[src/rtl/lsu_defs.sv]
// rtl/lsu_defs.sv - shared funct3, cause and state definitions for the load/store unit
package lsu_defs;

  localparam logic [2:0] F3_LB  = 3'b000;
  localparam logic [2:0] F3_LH  = 3'b001;
  localparam logic [2:0] F3_LW  = 3'b010;
  localparam logic [2:0] F3_LBU = 3'b100;
  localparam logic [2:0] F3_LHU = 3'b101;
  localparam logic [2:0] F3_SB  = 3'b000;
  localparam logic [2:0] F3_SH  = 3'b001;
  localparam logic [2:0] F3_SW  = 3'b010;

  typedef enum logic [1:0] {
    CAUSE_NONE     = 2'b00,
    CAUSE_MISALIGN = 2'b01,
    CAUSE_ILLEGAL  = 2'b10,
    CAUSE_TIMEOUT  = 2'b11
  } cause_e;

  typedef enum logic [1:0] {
    ST_IDLE = 2'b00,
    ST_REQ  = 2'b01,
    ST_DONE = 2'b10
  } state_e;

  // Illegal encodings win over misalignment; funct3[1:0] gives the access size.
  function automatic cause_e classify(
    input logic       i_load,
    input logic       i_store,
    input logic [2:0] i_funct3,
    input logic [1:0] i_addr_lo
  );
    logic w_illegal;
    logic w_misaligned;
    w_illegal = (i_load && i_store) ||
                (i_load && (i_funct3 == 3'b011 || i_funct3 == 3'b110 || i_funct3 == 3'b111)) ||
                (i_store && (i_funct3 >= 3'b011));
    w_misaligned = ((i_funct3[1:0] == 2'b01) && i_addr_lo[0]) ||
                   ((i_funct3[1:0] == 2'b10) && (i_addr_lo != 2'b00));
    if (w_illegal) begin
      return CAUSE_ILLEGAL;
    end
    if (w_misaligned) begin
      return CAUSE_MISALIGN;
    end
    return CAUSE_NONE;
  endfunction

endpackage

[src/rtl/lsu_align.sv]
// rtl/lsu_align.sv - store byte-enable/replication and load lane extraction
module lsu_align
  import lsu_defs::*;
(
  input  logic [2:0]  i_funct3,
  input  logic [1:0]  i_addr_lo,
  input  logic [31:0] i_wdata,
  input  logic [31:0] i_rdata,
  output logic [3:0]  o_be,
  output logic [31:0] o_wdata,
  output logic [31:0] o_rdata
);

  logic [31:0] w_lane;

  always_comb begin
    o_be    = 4'b1111;
    o_wdata = i_wdata;
    case (i_funct3[1:0])
      2'b00: begin
        o_be    = 4'b0001 << i_addr_lo;
        o_wdata = {4{i_wdata[7:0]}};
      end
      2'b01: begin
        o_be    = i_addr_lo[1] ? 4'b1100 : 4'b0011;
        o_wdata = {2{i_wdata[15:0]}};
      end
      default: begin
        o_be    = 4'b1111;
        o_wdata = i_wdata;
      end
    endcase
  end

  assign w_lane = i_rdata >> {i_addr_lo, 3'b000};

  always_comb begin
    o_rdata = w_lane;
    case (i_funct3)
      F3_LB:   o_rdata = {{24{w_lane[7]}}, w_lane[7:0]};
      F3_LH:   o_rdata = {{16{w_lane[15]}}, w_lane[15:0]};
      F3_LBU:  o_rdata = {24'h0, w_lane[7:0]};
      F3_LHU:  o_rdata = {16'h0, w_lane[15:0]};
      default: o_rdata = w_lane;
    endcase
  end

endmodule

[src/rtl/load_store_unit.sv]
// rtl/load_store_unit.sv - RV32 load/store unit bridging the MEM phase to a req/ack data bus
module load_store_unit
  import lsu_defs::*;
#(
  parameter int TIMEOUT_CYCLES = 255
) (
  input  logic        clk,
  input  logic        rst,
  input  logic        load_i,
  input  logic        store_i,
  input  logic [2:0]  funct3_i,
  input  logic [31:0] addr_i,
  input  logic [31:0] wdata_i,
  output logic [31:0] rdata_o,
  output logic        rdata_valid_o,
  output logic        stall_o,
  output logic        exc_o,
  output logic [1:0]  exc_cause_o,
  output logic        mem_req_o,
  output logic        mem_we_o,
  output logic [31:0] mem_addr_o,
  output logic [3:0]  mem_be_o,
  output logic [31:0] mem_wdata_o,
  input  logic        mem_ack_i,
  input  logic [31:0] mem_rdata_i
);

  // The counter only has to reach TIMEOUT_CYCLES-1; the ack-less cycle after that times out.
  localparam int CNT_W = (TIMEOUT_CYCLES > 1) ? $clog2(TIMEOUT_CYCLES) : 1;
  localparam logic [CNT_W-1:0] LAST_WAIT = CNT_W'((TIMEOUT_CYCLES > 0) ? TIMEOUT_CYCLES - 1 : 0);

  state_e           r_state;
  logic [1:0]       r_addr_lo;
  logic [2:0]       r_funct3;
  logic             r_we;
  logic [CNT_W-1:0] r_wait_cnt;
  logic             r_mem_req;
  logic             r_mem_we;
  logic [31:0]      r_mem_addr;
  logic [3:0]       r_mem_be;
  logic [31:0]      r_mem_wdata;
  logic [31:0]      r_rdata;
  logic             r_rdata_valid;
  logic             r_exc;
  cause_e           r_exc_cause;

  logic             w_access;
  logic             w_in_req;
  logic             w_timeout;
  cause_e           w_cause;
  logic [2:0]       w_align_funct3;
  logic [1:0]       w_align_addr_lo;
  logic [3:0]       w_be;
  logic [31:0]      w_wdata_fmt;
  logic [31:0]      w_rdata_ext;

  assign w_access  = load_i | store_i;
  assign w_in_req  = (r_state == ST_REQ);
  assign w_cause   = classify(load_i, store_i, funct3_i, addr_i[1:0]);
  assign w_timeout = (TIMEOUT_CYCLES != 0) && (r_wait_cnt == LAST_WAIT);

  // Store formatting uses the live request; load extraction uses the latched one.
  assign w_align_funct3  = w_in_req ? r_funct3  : funct3_i;
  assign w_align_addr_lo = w_in_req ? r_addr_lo : addr_i[1:0];

  lsu_align u_align (
    .i_funct3  (w_align_funct3),
    .i_addr_lo (w_align_addr_lo),
    .i_wdata   (wdata_i),
    .i_rdata   (mem_rdata_i),
    .o_be      (w_be),
    .o_wdata   (w_wdata_fmt),
    .o_rdata   (w_rdata_ext)
  );

  always_ff @(posedge clk) begin
    if (rst) begin
      r_state       <= ST_IDLE;
      r_addr_lo     <= 2'b00;
      r_funct3      <= 3'b000;
      r_we          <= 1'b0;
      r_wait_cnt    <= '0;
      r_mem_req     <= 1'b0;
      r_mem_we      <= 1'b0;
      r_mem_addr    <= 32'h0;
      r_mem_be      <= 4'b0000;
      r_mem_wdata   <= 32'h0;
      r_rdata       <= 32'h0;
      r_rdata_valid <= 1'b0;
      r_exc         <= 1'b0;
      r_exc_cause   <= CAUSE_NONE;
    end else begin
      case (r_state)
        ST_IDLE: begin
          if (w_access) begin
            if (w_cause != CAUSE_NONE) begin
              r_exc       <= 1'b1;
              r_exc_cause <= w_cause;
              r_state     <= ST_DONE;
            end else begin
              r_addr_lo   <= addr_i[1:0];
              r_funct3    <= funct3_i;
              r_we        <= store_i;
              r_wait_cnt  <= '0;
              r_mem_req   <= 1'b1;
              r_mem_we    <= store_i;
              r_mem_addr  <= {addr_i[31:2], 2'b00};
              r_mem_be    <= store_i ? w_be : 4'b0000;
              r_mem_wdata <= store_i ? w_wdata_fmt : 32'h0;
              r_state     <= ST_REQ;
            end
          end
        end
        ST_REQ: begin
          if (mem_ack_i) begin
            r_mem_req <= 1'b0;
            r_mem_we  <= 1'b0;
            r_mem_be  <= 4'b0000;
            if (!r_we) begin
              r_rdata       <= w_rdata_ext;
              r_rdata_valid <= 1'b1;
            end
            r_state <= ST_DONE;
          end else if (w_timeout) begin
            r_mem_req   <= 1'b0;
            r_mem_we    <= 1'b0;
            r_mem_be    <= 4'b0000;
            r_exc       <= 1'b1;
            r_exc_cause <= CAUSE_TIMEOUT;
            r_state     <= ST_DONE;
          end else begin
            r_wait_cnt <= r_wait_cnt + 1'b1;
          end
        end
        ST_DONE: begin
          // The pipeline still shows the finished instruction here, so inputs are ignored.
          r_rdata_valid <= 1'b0;
          r_exc         <= 1'b0;
          r_exc_cause   <= CAUSE_NONE;
          r_state       <= ST_IDLE;
        end
        default: r_state <= ST_IDLE;
      endcase
    end
  end

  assign stall_o       = ((r_state == ST_IDLE) && w_access) || w_in_req;
  assign rdata_o       = r_rdata;
  assign rdata_valid_o = r_rdata_valid;
  assign exc_o         = r_exc;
  assign exc_cause_o   = r_exc_cause;
  assign mem_req_o     = r_mem_req;
  assign mem_we_o      = r_mem_we;
  assign mem_addr_o    = r_mem_addr;
  assign mem_be_o      = r_mem_be;
  assign mem_wdata_o   = r_mem_wdata;

endmodule

[config.mk]
export PLATFORM = sky130hd
export DESIGN_NAME = load_store_unit
export DESIGN_NICKNAME = d
export VERILOG_FILES = /design/src/rtl/lsu_defs.sv /design/src/rtl/lsu_align.sv /design/src/rtl/load_store_unit.sv
export SDC_FILE = /design/constraint.sdc
export NUM_CORES = 1
export LEC_CHECK = 0
export ABC_AREA = 1
export CAP_MARGIN = 20
export CELL_PAD_IN_SITES_DETAIL_PLACEMENT = 1
export CELL_PAD_IN_SITES_GLOBAL_PLACEMENT = 1
export CORE_MARGIN = 4
export CORE_UTILIZATION = 28
export DETAILED_ROUTE_END_ITERATION = 8
export GPL_TIMING_DRIVEN = 0
export PLACE_DENSITY_LB_ADDON = 0.1
export SLEW_MARGIN = 0
export SYNTH_ARGS = -nofsm -noshare
export SYNTH_HDL_FRONTEND = slang
export SYNTH_SLANG_ARGS = --single-unit
[constraint.sdc]
create_clock -name clk -period 2 [get_ports clk]
set_clock_uncertainty 0.15 [all_clocks]
set_input_delay 0.3 -clock clk [delete_from_list [all_inputs] [get_ports clk]]
set_output_delay 0.3 -clock clk [all_outputs]
set_load 0.01 [all_outputs]
== Yosys cells after proc, flatten, opt, wreduce, memory -nomap -nowiden ==
Cells that the tools add are included.
Storage, ports and cells
  flip-flop bits (word level): 120
  output and inout port bits: 107
Operators by class
  $add $sub $neg: 1
  $lt $le $gt $ge: 1
  eq/ne operators: 21
  shift-type cells: 2
  multiplexer cells: 51
  bitwise operators: 3
  reductions and logical operators: 27
Operator list (number)
  $pmux W32 S4: 1
  $pmux W32 S2: 1
  $mux W32: 1
  $mux W8: 4
  $shr A32 B5 Y32: 1
  $mux W2: 13
  $mux W4: 6
  $pmux W4 S2: 2
  $pmux W8 S2: 1
  $mux W1: 15
  $ne A2 B2 Y1 const B: 7
  $eq A3 B3 Y1 const B: 4
  $reduce_and A5 Y1: 2
  $reduce_and A3 Y1: 3
  $add A8 B1 Y8 const B: 1
  $eq A8 B8 Y1 const B: 1
  $reduce_bool A2 Y1: 4
  $eq A2 B1 Y1 const B: 3
  $logic_and A1 B1 Y1: 6
  $logic_or A1 B1 Y1: 6
  $pmux W1 S2: 3
  $pmux W2 S3: 1
  $eq A2 B2 Y1 const B: 2
  $logic_not A2 Y1: 2
  other kinds (15): 16

== Depth between registers and ports, before layout ==
  depth after elaboration: 14
  mapped depth: 15

== By module ==
A second synthesis with hierarchy kept.
Unflattened totals
  cells, all modules: 891
  area, all modules: 6030.8 um2
Modules (own cells, without submodules)
  load_store_unit: times used 1, cells an instance 647, area an instance 4793.3 um2
  lsu_align: times used 1, cells an instance 244, area an instance 1237.4 um2

== Least setup slack after synthesis ==
No wires, ideal clock.
  kind: flip-flop to flip-flop
  start: register r_state[1]
  end: register r_rdata[23] (netlist: rdata_o[23])
  arrival: 1.672 ns
  data required time: 1.741 ns
  path slack: 0.069 ns
  cell stages (with the launch flop): 15
  period minus slack after synthesis: 1.931 ns
  cells stage by stage: dfxtp_1 -> inv_1 -> ha_1 -> buf_6 -> inv_2 -> buf_6 -> nand2_2 -> nand2_2 -> buf_6 -> nor2_4 -> buf_4 -> a21oi_1 -> nand3_2 -> nand2_1 -> inv_1
Between the ends
  longest elaborated chain between the ends: 4
RTL lines
  from (decl): RTL line load_store_unit.sv:32  | state_e r_state;
  from (signal assigned): RTL line load_store_unit.sv:78  | r_state <= ST_IDLE;
  from (signal assigned): RTL line load_store_unit.sv:99  | r_state <= ST_DONE;
  from (signal assigned): RTL line load_store_unit.sv:110  | r_state <= ST_REQ;
  $eq A2 B1 Y1 *: RTL line load_store_unit.sv:58, load_store_unit.sv:93
  $mux W2 or $mux W3 (tied branches): RTL line load_store_unit.sv:64, load_store_unit.sv:63
  $shr A32 B5 Y32 (tied with other cells): RTL line lsu_align.sv:35  | assign w_lane = i_rdata >> {i_addr_lo, 3'b000};
  $pmux W32 S4: RTL line lsu_align.sv:39  | case (i_funct3)
  to (signal assigned): RTL line load_store_unit.sv:120  | r_rdata <= w_rdata_ext;
  to (decl): RTL line load_store_unit.sv:42  | logic [31:0] r_rdata;
Mark *: on every way between the ends. The rest lies on a longest branch, timed or not.
A chain may end at the register's enable or synchronous reset.

== Final worst setup path ==
  start: register r_state[1]
  end: register r_rdata[13] (netlist: rdata_o[13])
Same word-level chain as after synthesis.

==> impl_metrics.py <==
metrics = {
    "status": {
        "status": "complete, but fails checks",
        "violations": "setup timing",
    },
    "synth": {
        "yosysUniqueCellTypes": 36,
        "synthCells": 925,
        "avgSynthCellArea_um2": 6.67,
        "ys_seq_area_frac": 0.389,
        "ys_ff_latch": 120,
        "synthesis.area_um2": 6170,
        "yosys_warnings": 0,
    },
    "layout": {
        "area_growth_pct": 63.0,
        "drive_gt1_frac": 0.177,
        "nNetsFinal": 1293,
        "n_antenna_cell": 0,
        "final_cell_mix": "218 x nand2_1, 204 x clkdlybuf4s50_1, 141 x nor2_1",
        "final_common_cell": "nand2_1",
    },
    "timing": {
        "worst_slack_ns": -0.0345,
        "grt_setup_unrepaired": "yes",
        "hold_viol": 0,
        "timing.slew.headroom": 0.484,
        "period_share": 1.02,
        "min_period_ns": 2.03,
        "worst_slew_pin_slew_ns": 0.774,
        "fmax_mhz": 492,
        "finalMaxSlewViolations": 0,
        "setup_violations": 11,
    },
    "global_routing": {
        "grt_max_degree": 17,
        "grt_pass1_wl_mm": 38.2,
        "grt_antenna_before_repair": 0,
        "grt_use_total": 0.201,
        "grt_overflow": 0,
        "grt_pass1_vias": 6856,
    },
    "setup_path": {
        "critPathKind": "reg -> reg",
        "worstPathArrival_ns": 2.26,
        "critPathMaxFanout": 10,
        "start_kind": "register",
        "cp-end-kind": "register",
        "ff2ff_setup_slack_ns": -0.03,
        "crit_required_ns": 2.22,
    },
    "floorplanning": {
        "start_util": 0.284,
        "die_area_um2": 24500,
        "row_count": 54,
        "die_x_um": 156,
        "boundaryPins": 211,
        "core_area_um2": 21800,
        "die_h_um": 156,
    },
    "placed_design": {
        "portBuffers": 206,
        "post-dp-hpwl_mm": 18.9,
        "gp_congestion": 0.826,
        "dp_slack_ns": -0.671,
    },
    "drt": {
        "viasPerCell": 4.63,
        "wl_mm": 25.6,
        "drtAntennaViolNets": 0,
        "first_iter_violations": 268,
        "vias": 6834,
        "wl_per_cell_um": 17.4,
        "drc": 0,
        "firstDrtPassIters": 4,
    },
    "clocking": {
        "clock_latency_ns": 0.42,
        "cts_tree": "built",
        "cts-root-buf": "clkbuf_16",
        "cts_max_level": 4,
        "clock_sinks": 120,
        "path_clk_slew_ns": 0.06,
        "cts_made_buffers": 17,
        "clk_path_buf_depth": 2,
        "ctsHoldBuffers": 0,
    },
    "hold_path": {
        "hold_class": "in -> reg",
    },
    "power_and_ir_drop": {
        "total_power_uw": 7640,
        "irDropWorstVdd_v": 0.000561,
        "p_leak_uw": 0.00415,
        "power_density_nw_per_um2": 759,
    },
    "flow_run": {
        "drv_cap": 0,
    },
}
## synthesized netlist by cell type (all sizes together)
master,count,area (um^2)
nand4,13,81.3
nand2,235,910
a31oi,1,6.26
and3,7,43.8
a21boi,1,7.51
xnor2,2,17.5
or2,6,37.5
nor3,1,10.0
inv,98,368
conb,1,3.75
ha,6,75.1
clkbuf,22,82.6
dfxtp,120,2400
buf,35,254
and2,1,6.26
a41oi,3,26.3
a21oi,66,330
o21ai,77,404
nor2,157,633
o211ai,8,65.1
nand3,64,395
xor2,1,8.76
## cell type report
type | instances | area [um^2]
Buffer | 56 | 513
Timing Repair Buffer | 238 | 2370
Tap cell | 280 | 350
Clock inverter | 13 | 149
Inverter | 98 | 385
Fill cell | 2704 | 11700
Sequential cell | 120 | 2400
Clock buffer | 18 | 439
Multi-Input combinational cell | 652 | 3440
## registers in the layout, indices dropped and copies added (netlist names), 3 cells and up
register,flops
mem_wdata_o,32
rdata_o,32
mem_addr_o,30
r_wait_cnt,8
mem_be_o,4
r_funct3,3
## stage by stage
step / TNS (ns) / instance area [um^2] / utilization / std cells / hold WS, ns
2_1_floorplan: 0 / 6170 / - / 926 / 0.293
3_3_place_gp: -56.59 / 8580 / 0.395 / 1412 / 0.302
3_5_place_dp: -58.35 / 8580 / 0.395 / 1412 / 0.308
4_1_cts: -0.340 / 9530 / 0.438 / 1460 / 0.0535
5_1_grt: -4.45 / 10100 / 0.462 / 1475 / 0.0714
6_report: -0.154 / 10100 / 0.462 / 1475 / 0.0699
## timing repair
action	in CTS	in global routing
pin swaps	9	25
gates resized for setup	85	117
buffers inserted	15	10
cloned	3	5
setup endpoints to repair	119	111
## worst max-delay path: stages (launching register included)
cell	delay (ns)
dfxtp_2	0.32
inv_2	0.07
ha_4	0.25
inv_4	0.06
buf_8	0.15
nand2_8	0.07
nand2_8	0.07
buf_8	0.15
buf_6	0.14
o21ai_0	0.09
nand4_1	0.21
nand3_1	0.13
nand2_1	0.06
inv_1	0.05
## final timing paths
path                       start  depth (start not counted)             end
setup / recovery      r_state[1]                         13     rdata_o[13]
hold / removal           store_i                          3            r_we
setup reg to reg      r_state[1]                         13     rdata_o[13]
hold reg to reg   mem_wdata_o[9]                          2  mem_wdata_o[9]
## kinds of logic after synthesis
kind of cell	after synthesis	synth area share
AND/OR/NAND/NOR	484	0.343
AO/OA/AOI/OAI	156	0.136
flip-flops	120	0.389
XOR/XNOR	3	0.00426
other	1	0.000608
adder cells (fa/ha/maj)	6	0.0122
buffers and inverters	155	0.114
## metal layers
layer  routed length [um]  up-vias  track usage
met2                12500      168        0.340
met3                 1370       31       0.0509
li1                     -     3438            -
met4                  488        0       0.0541
met5                    0        -            0
met1                11200     3197        0.255
## where the power goes
part	internal, uW	total (uW)	switching, uW
Clock	1870	3100	1230
Combinational	899	1910	1010
Sequential	2550	2630	81.5
Total	5320	7640	2320
Power figures use the tool's default switching activity.
